==> config.mk <==
export PLATFORM = sky130hd
export DESIGN_NAME = wb_stage
export DESIGN_NICKNAME = d
export VERILOG_FILES = /design/src/rtl/wb_pkg.sv /design/src/rtl/wb_stage_load_ext.sv /design/src/rtl/wb_stage.sv
export SDC_FILE = /design/constraint.sdc
export NUM_CORES = 1
export LEC_CHECK = 0
export BUFFER_PORTS_ARGS = -buffer_cell sky130_fd_sc_hd__buf_2
export CAP_MARGIN = 20
export CELL_PAD_IN_SITES_DETAIL_PLACEMENT = 1
export CELL_PAD_IN_SITES_GLOBAL_PLACEMENT = 2
export CORE_AREA = 10 10 236 182
export CTS_BUF_LIST = sky130_fd_sc_hd__clkbuf_8
export CTS_CLUSTER_DIAMETER = 60
export CTS_CLUSTER_SIZE = 24
export DETAILED_ROUTE_END_ITERATION = 7
export DIE_AREA = 0 0 246 192
export PLACE_DENSITY = 0.85
export REMOVE_ABC_BUFFERS = 1
export SLEW_MARGIN = 25
export SYNTH_ARGS = -nofsm -noshare
export SYNTH_HDL_FRONTEND = slang
export SYNTH_SLANG_ARGS = --single-unit
==> constraint.sdc <==
create_clock -name clk -period 4.15 [get_ports clk]
set_input_delay 0.2075 -clock clk [delete_from_list [all_inputs] [get_ports clk]]
set_output_delay 0.2075 -clock clk [all_outputs]
set_load 0.005 [all_outputs]
==> src/rtl/wb_pkg.sv <==
// Shared writeback-stage types: load funct3 encodings and the load-queue entry layout.
package wb_pkg;

  localparam int WB_DATA_WIDTH = 64;
  localparam int WB_RF_SIZE    = 5;

  localparam logic [2:0] F3_LB  = 3'b000;
  localparam logic [2:0] F3_LH  = 3'b001;
  localparam logic [2:0] F3_LW  = 3'b010;
  localparam logic [2:0] F3_LD  = 3'b011;
  localparam logic [2:0] F3_LBU = 3'b100;
  localparam logic [2:0] F3_LHU = 3'b101;
  localparam logic [2:0] F3_LWU = 3'b110;

  // Queue entries are sized by the package widths; the stage is built with matching parameters.
  typedef struct packed {
    logic [WB_RF_SIZE-1:0]    rd;
    logic [WB_DATA_WIDTH-1:0] data;
  } lq_entry_t;

endpackage

==> src/rtl/wb_stage_load_ext.sv <==
// Combinational load-data extractor: shifts the addressed field down and sign/zero-extends it.
module load_ext
  import wb_pkg::*;
#(
  parameter int DATA_WIDTH = 64
) (
  input  logic [2:0]            funct3_i,
  input  logic [2:0]            byte_off_i,
  input  logic [DATA_WIDTH-1:0] data_i,
  output logic [DATA_WIDTH-1:0] data_o
);

  logic [DATA_WIDTH-1:0] field;

  assign field = data_i >> {byte_off_i, 3'b000};

  always_comb begin
    data_o = field;
    unique case (funct3_i)
      F3_LB:   data_o = {{(DATA_WIDTH-8){field[7]}}, field[7:0]};
      F3_LH:   data_o = {{(DATA_WIDTH-16){field[15]}}, field[15:0]};
      F3_LW:   data_o = {{(DATA_WIDTH-32){field[31]}}, field[31:0]};
      F3_LBU:  data_o = {{(DATA_WIDTH-8){1'b0}}, field[7:0]};
      F3_LHU:  data_o = {{(DATA_WIDTH-16){1'b0}}, field[15:0]};
      F3_LWU:  data_o = {{(DATA_WIDTH-32){1'b0}}, field[31:0]};
      default: data_o = field;
    endcase
  end

endmodule

==> src/rtl/wb_stage.sv <==
// Writeback stage arbitrating ALU results against a small queue of extended load results.
// Define WB_SCOREBOARD_EN to drive pending_mask_o from the queued load destinations.
module wb_stage
  import wb_pkg::*;
#(
  parameter int DATA_WIDTH = 64,
  parameter int RF_SIZE    = 5,
  parameter int LQ_DEPTH   = 4
) (
  input  logic                      clk,
  input  logic                      rst_n,
  input  logic                      alu_valid_i,
  output logic                      alu_ready_o,
  input  logic [RF_SIZE-1:0]        alu_rd_i,
  input  logic [DATA_WIDTH-1:0]     alu_data_i,
  input  logic                      lsu_valid_i,
  output logic                      lsu_ready_o,
  input  logic [RF_SIZE-1:0]        lsu_rd_i,
  input  logic [2:0]                lsu_funct3_i,
  input  logic [2:0]                lsu_byte_off_i,
  input  logic [DATA_WIDTH-1:0]     lsu_data_i,
  output logic                      gpr_we_o,
  output logic [RF_SIZE-1:0]        gpr_rd_o,
  output logic [DATA_WIDTH-1:0]     gpr_data_o,
  output logic [(2**RF_SIZE)-1:0]   pending_mask_o
);

  localparam int PW = $clog2(LQ_DEPTH);
  localparam int CW = PW + 1;
  localparam logic [CW-1:0] FULL_CNT = CW'(LQ_DEPTH);

  lq_entry_t               lq_mem_q [LQ_DEPTH];
  logic [PW-1:0]           wr_ptr_q, wr_ptr_d;
  logic [PW-1:0]           rd_ptr_q, rd_ptr_d;
  logic [CW-1:0]           count_q, count_d;
  logic                    gpr_we_q, gpr_we_d;
  logic [RF_SIZE-1:0]      gpr_rd_q, gpr_rd_d;
  logic [DATA_WIDTH-1:0]   gpr_data_q, gpr_data_d;

  logic                    full, push, pop, sel_lq, sel_alu;
  logic [RF_SIZE-1:0]      sel_rd;
  logic [DATA_WIDTH-1:0]   sel_data;
  logic [DATA_WIDTH-1:0]   ext_data;
  lq_entry_t               head;

  load_ext #(.DATA_WIDTH(DATA_WIDTH)) u_load_ext (
    .funct3_i   (lsu_funct3_i),
    .byte_off_i (lsu_byte_off_i),
    .data_i     (lsu_data_i),
    .data_o     (ext_data)
  );

  assign head = lq_mem_q[rd_ptr_q];
  assign full = (count_q == FULL_CNT);

  // Readies come from the registered count only; rst_n gates them low while reset is held.
  assign alu_ready_o = rst_n & ~full;
  assign lsu_ready_o = rst_n & ~full;

  always_comb begin
    push       = lsu_valid_i & lsu_ready_o;
    sel_lq     = full | (~alu_valid_i & (count_q != '0));
    sel_alu    = ~full & alu_valid_i;
    pop        = sel_lq;
    sel_rd     = sel_lq ? head.rd : alu_rd_i;
    sel_data   = sel_lq ? head.data : alu_data_i;
    // Writes to x0 are consumed but never reach the register file.
    gpr_we_d   = (sel_lq | sel_alu) & (sel_rd != '0);
    gpr_rd_d   = gpr_we_d ? sel_rd : gpr_rd_q;
    gpr_data_d = gpr_we_d ? sel_data : gpr_data_q;
    wr_ptr_d   = push ? wr_ptr_q + PW'(1) : wr_ptr_q;
    rd_ptr_d   = pop ? rd_ptr_q + PW'(1) : rd_ptr_q;
    count_d    = count_q + CW'(push) - CW'(pop);
  end

  always_ff @(posedge clk or negedge rst_n) begin
    if (!rst_n) begin
      wr_ptr_q   <= '0;
      rd_ptr_q   <= '0;
      count_q    <= '0;
      gpr_we_q   <= 1'b0;
      gpr_rd_q   <= '0;
      gpr_data_q <= '0;
    end else begin
      wr_ptr_q   <= wr_ptr_d;
      rd_ptr_q   <= rd_ptr_d;
      count_q    <= count_d;
      gpr_we_q   <= gpr_we_d;
      gpr_rd_q   <= gpr_rd_d;
      gpr_data_q <= gpr_data_d;
    end
  end

  // Payload storage carries no reset; occupancy is tracked by count_q alone.
  always_ff @(posedge clk) begin
    if (push) begin
      lq_mem_q[wr_ptr_q] <= '{rd: lsu_rd_i, data: ext_data};
    end
  end

  assign gpr_we_o   = gpr_we_q;
  assign gpr_rd_o   = gpr_rd_q;
  assign gpr_data_o = gpr_data_q;

`ifdef WB_SCOREBOARD_EN
  logic [PW-1:0] slot_age [LQ_DEPTH];

  for (genvar gi = 0; gi < LQ_DEPTH; gi++) begin : g_slot_age
    assign slot_age[gi] = PW'(gi) - rd_ptr_q;
  end

  always_comb begin
    pending_mask_o = '0;
    for (int i = 0; i < LQ_DEPTH; i++) begin
      if ({1'b0, slot_age[i]} < count_q) begin
        pending_mask_o[lq_mem_q[i].rd] = 1'b1;
      end
    end
    pending_mask_o[0] = 1'b0;
  end
`else
  assign pending_mask_o = '0;
`endif

endmodule
=== Word level (Yosys, flattened, before mapping) ===
Memories as Yosys holds them, arrays and structs flattened.
Index checks and enable logic that the tools add are counted.
W data, S select, Z words.

* Register bits after elaboration: 77
* Memory bits (writable): 276
* Input port bits: 148
* Output and inout bits: 104
* Word-level logic and storage cells: 35
* Memories kept: 1

{| class="wikitable"
|+ Memory list
! memory !! words !! bits a word !! rd ports !! clocked after memory_dff !! wr ports !! RTL line !! RTL
|-
| lq_mem_q || 4 || 69 || 1 || 0 || 1 || wb_stage.sv:32 || <nowiki>lq_entry_t lq_mem_q [LQ_DEPTH];</nowiki>
|}

* Add/subtract/negate cells: 4
* Equality and inequality tests: 6
* Shift-type cells: 1
* Mux-type cells: 5
* Bitwise logic cells: 9
* Reduce and logical (&&, ||, !) cells: 3

{| class="wikitable"
|+ Operators by type and width
! operator !! number
|-
| $pmux W64 S6 || 1
|-
| $mux W64 || 1
|-
| $shr A64 B6 Y64 || 1
|-
| $eq A3 B3 Y1 const B || 4
|-
| $and A1 B1 Y1 || 5
|-
| $mux W5 || 1
|-
| $reduce_bool A5 Y1 || 1
|-
| $add A2 B1 Y2 const B || 2
|-
| $add A3 B1 Y3 || 1
|-
| $eq A3 B1 Y1 const B || 1
|-
| $eq A3 B2 Y1 const B || 1
|-
| $logic_not A3 Y1 || 1
|-
| $reduce_bool A3 Y1 || 1
|-
| $sub A3 B1 Y3 || 1
|-
| $mux W1 || 2
|-
| $not A1 Y1 || 2
|-
| $or A1 B1 Y1 || 2
|}

=== Depth between registers and ports, before layout ===
* Depth in word-level cells: 6
* Depth in mapped cells: 11

=== Cells and area by module ===
Synthesis repeated with hierarchy kept, for this count alone.

* Cells, all modules: 959
* Area total of the unflattened synthesis: 16405.7 um^2

{| class="wikitable"
|+ Modules (own cells, without submodules)
! module !! times used !! cells each !! area each (um^2)
|-
| wb_stage || 1 || 666 || 14067.2
|-
| load_ext || 1 || 293 || 2338.5
|}

=== Worst setup path before layout ===
Ideal clock, no wire load.

* Kind: flip-flop to flip-flop
* Start point: register count_q[1]
* End point: memory lq_mem_q[0][0] in the netlist's numbering, enable pin
* Library setup time: 0.435 ns
* Arrival: 2.776 ns
* Required time: 3.715 ns
* Setup slack: 0.939 ns
* Stages on the path, launching flop included: 5
* Path through: dfrtp_1 -> clkbuf_1 -> nor2_1 -> a21boi_0 -> and3_1

* Cells in the longest elaborated chain, start to end: 6

{| class="wikitable"
|+ Ends and longest elaborated chain
! what !! RTL line !! RTL
|-
| start, declared || wb_stage.sv:35 || <nowiki>logic [CW-1:0] count_q, count_d;</nowiki>
|-
| start signal, assigned || wb_stage.sv:87 || <nowiki>count_q <= count_d;</nowiki>
|-
| $eq A3 B3 Y1 || wb_stage.sv:54 || <nowiki>assign full = (count_q == FULL_CNT);</nowiki>
|-
| $not A1 Y1 || - ||
|-
| $and A1 B1 Y1 || - ||
|-
| named net alu_ready_o || wb_stage.sv:13 || <nowiki>output logic alu_ready_o,</nowiki>
|-
| $and A1 B1 Y1 || wb_stage.sv:61 || <nowiki>push = lsu_valid_i & lsu_ready_o;</nowiki>
|-
| $mux W1 || wb_stage.sv:96 || <nowiki>if (push) begin</nowiki>
|-
| $mux W1 (implied by the code) || wb_stage.sv:97 || <nowiki>lq_mem_q[wr_ptr_q] <= '{rd: lsu_rd_i, data: ext_data};</nowiki>
|-
| end, declared || wb_stage.sv:32 ||
|}

The timed path passes the listed nets, and every way through them passes these cells.

=== Worst setup path after layout ===
* Start point: register rd_ptr_q[1]
* End point: register gpr_rd_q[1], in the netlist gpr_rd_o[1]

* Cells in the longest elaborated chain, start to end: 4

{| class="wikitable"
|+ Ends and longest elaborated chain
! what !! RTL line !! RTL
|-
| start, declared || wb_stage.sv:34 || <nowiki>logic [PW-1:0] rd_ptr_q, rd_ptr_d;</nowiki>
|-
| start signal, assigned || wb_stage.sv:86 || <nowiki>rd_ptr_q <= rd_ptr_d;</nowiki>
|-
| $mem_v2 Z4 W69 * || - ||
|-
| $mux W5 * || wb_stage.sv:65 || <nowiki>sel_rd = sel_lq ? head.rd : alu_rd_i;</nowiki>
|-
| $reduce_bool A5 Y1 || wb_stage.sv:68 || <nowiki>gpr_we_d = (sel_lq | sel_alu) & (sel_rd != '0);</nowiki>
|-
| $and A1 B1 Y1 || wb_stage.sv:68 ||
|-
| end signal, assigned || wb_stage.sv:89 || <nowiki>gpr_rd_q <= gpr_rd_d;</nowiki>
|-
| end, declared || wb_stage.sv:37 || <nowiki>logic [RF_SIZE-1:0] gpr_rd_q, gpr_rd_d;</nowiki>
|}

Mark *: on every way between the ends. The rest lies on a longest branch, timed or not.
A chain may end at the register's enable or synchronous reset.

==> out/results.txt <==
Nets = 1375
Routed vias = 9498
I/O pins = 252
TritonCTS clock tree = built
Period utilisation layout = 73.0%
GPL Wtd Cong = 0.749
Worst Slack Setup Final = 1120 ps
Max Cap Viol = 0
GRT overflow = 0
Period minus WS final = 3030 ps
Antenna Nets Post-Route = 0
Register area share after synthesis = 62.9%
DRT iter0 DRCs = 730
Fraction of layout cells with a size suffix above 1 = 44.9%
Vias/cell = 5.40
M1 wire length = 19.3 mm
Die height = 192 um
CTS max path bufs = 3
Synth cell types = 42
Vias in the first global route = 10592
Top Metal Used = met5
DR WL met3 = 2.78 mm
CP Data Arrival Time = 3600 ps
Tot GR Track Use = 18.5%
Non-Filler Instances = 1758
Hold Crit Class = in2reg
Slew Limit Fails = 0
Post-Place Cells = 1618
Layout overhead on the synthesized area = 19.1%
CORE AREA = 0.0381 mm^2
Ys flop type = edfxtp_1
Filler Cell Count = 3669
Unrepaired setup endpoints after global routing = false
Cell Pwr Density = 570 mW/mm^2
Commonest non-fill, non-tap cell in the layout = edfxtp_1
Place WS = 1140 ps
Routed wl met2 = 21.6 mm
Layout Utilization = 50.8%
CP endpoint kind = flip-flop
Die width = 246 um
Peak VDD IR = 0.000292 V
Yosys warning total = 0
Layout Skew = 20.9 ps
Slew margin rel. = 30.2%
Syn Inst Count = 928
Post-Route WL = 44.3 mm
Die footprint = 0.0472 mm^2
Fin. Hold Viols = 0
Worst EP required = 4720 ps
First-pass GRT wire length = 66.8 mm
Async SR Flop Fraction = 21.8%
Most frequent cells in the layout = 276 x edfxtp_1, 217 x buf_2, 139 x mux2_2
Mapped Area = 0.0162 mm^2
Residual DRC = 0
Status = completed
Largest net degree at the start of global routing = 47
Htree depth = 1
Worst Path Class, Setup = reg2reg
FMAX = 0.330 GHz
Pleak = 7.40 nW
Initial core utilization = 42.6%
DP Wirelength = 29.7 mm
Clk slew on worst S/H paths = 120 ps
Pre-Repair DR Iteration Count = 5
Startpoint Class = flip-flop
Maximum fanout along the worst path = 43
Synth Register Bits = 353
Per-cell routed wire length = 25.2 um
Total power = 0.0110 W
Initial antenna violation count = 5
Sink Count = 353
# setup viols final = 0
Synth Area per Inst = 17.5 um^2
PortBufs = 219
Hold slack = 65.8 ps
# rows = 62
Worst-Skew Late Latency = 630 ps
Least-Margin Pin Slew = 1040 ps
TritonCTS buffer count = 30
Clock root cell = clkbuf_8
Post-synth EDFFs = 276
==> area by class of cell <==
type                       count  area [um^2]  area share, %
timing repair buffer         326         2130           11.0
clock inverter                25          249           1.29
tap                          512          641           3.31
clock buffer                  31          427           2.21
antenna                        2         5.00         0.0259
sequential                   353        10200           52.8
multi-input combinational    491         5610           29.0
inverter                      18         67.6          0.349
==> stage by stage <==
| step | instance area (um^2) | setup TNS, ps |
|---|---|---|
| 6_report | 19300 | 0 |
| 5_1_grt | 19300 | 0 |
| 4_1_cts | 19300 | 0 |
| 3_5_place_dp | 17800 | 0 |
| 3_3_place_gp | 17800 | 0 |
| 2_1_floorplan | 15800 | -200930 |
==> sequential cells by signal, indices dropped and copies added, names as in the netlist <==
name / count
rd_ptr_q: 2
gpr_data_o: 64
gpr_we_o: 1
count_q: 3
gpr_rd_o: 5
lq_mem_q: 276
wr_ptr_q: 2
==> power breakdown <==
| group | internal (W) | switching [W] | leakage (nW) |
|---|---|---|---|
| logic | 0.00209 | 0.00179 | 3.64 |
| registers | 0.00459 | 0.000388 | 3.44 |
| clock network | 0.000795 | 0.00136 | 0.330 |
==> worst max-delay path: stages, from the launching register on <==
cell           delay, ps
dfrtp_4              900
mux4_2               460
nor4_4               380
a211oi_4             110
buf_4                330
o22ai_1              220
dlygate4sd3_1        560
==> path summary, 6_finish.rpt <==
| kind | from | endpoint | slack, ps | cells past startpoint |
|---|---|---|---|---|
| setup reg to reg | rd_ptr_q[1] | gpr_rd_o[1] | 1120 | 6 |
| min in group asynchronous | rst_n | gpr_data_o[36] | 260 | 3 |
| hold reg to reg | gpr_data_o[17] | gpr_data_o[17] | 510 | 1 |
| max in group asynchronous | rst_n | rd_ptr_q[1] | 2830 | 4 |
| hold / removal | lsu_data_i[62] | lq_mem_q[2][62] | 70 | 3 |
| setup / recovery | rd_ptr_q[1] | gpr_rd_o[1] | 1120 | 6 |
==> cells in the mapped netlist, drive strengths merged (10+ instances only) <==
library cell  number  area, um^2
edfxtp           276        8290
mux2             149        1720
mux4              97        2180
dfrtp             77        1930
buf               68         423
mux2i             48         480
nand2             32         120
clkbuf            29         109
nand3             25         125
inv               18        67.6
o22ai             16         100
a21o              15         113
o211ai            10        75.1
==> routing by layer <==
| layer | up-vias | track usage [%] |
|---|---|---|
| li1 | 4206 | - |
| met4 | 6 | 2.65 |
| met5 | - | 0 |
| met3 | 47 | 3.80 |
| met2 | 298 | 31.0 |
| met1 | 4941 | 25.0 |
==> cell families (layout without fill, tap and decap cells) <==
family	Yosys count	count (layout)	synth area share, %
adders and majority gates	7	7	0.585
DFF	353	353	62.9
AOI/OAI and AO/OA	68	68	2.99
xor gates and xnor gates	5	5	0.270
muxes	294	294	27.0
other	1	34	0.0231
and+or+nand+nor	85	85	2.59
buffers and inverters	115	400	3.69
==> repair_timing <==
action	CTS	global route
buffers inserted	0	0
resized for setup	0	0
hold endpoints to repair	140	0
hold buffers	82	0
Power figures use the tool's default switching activity.
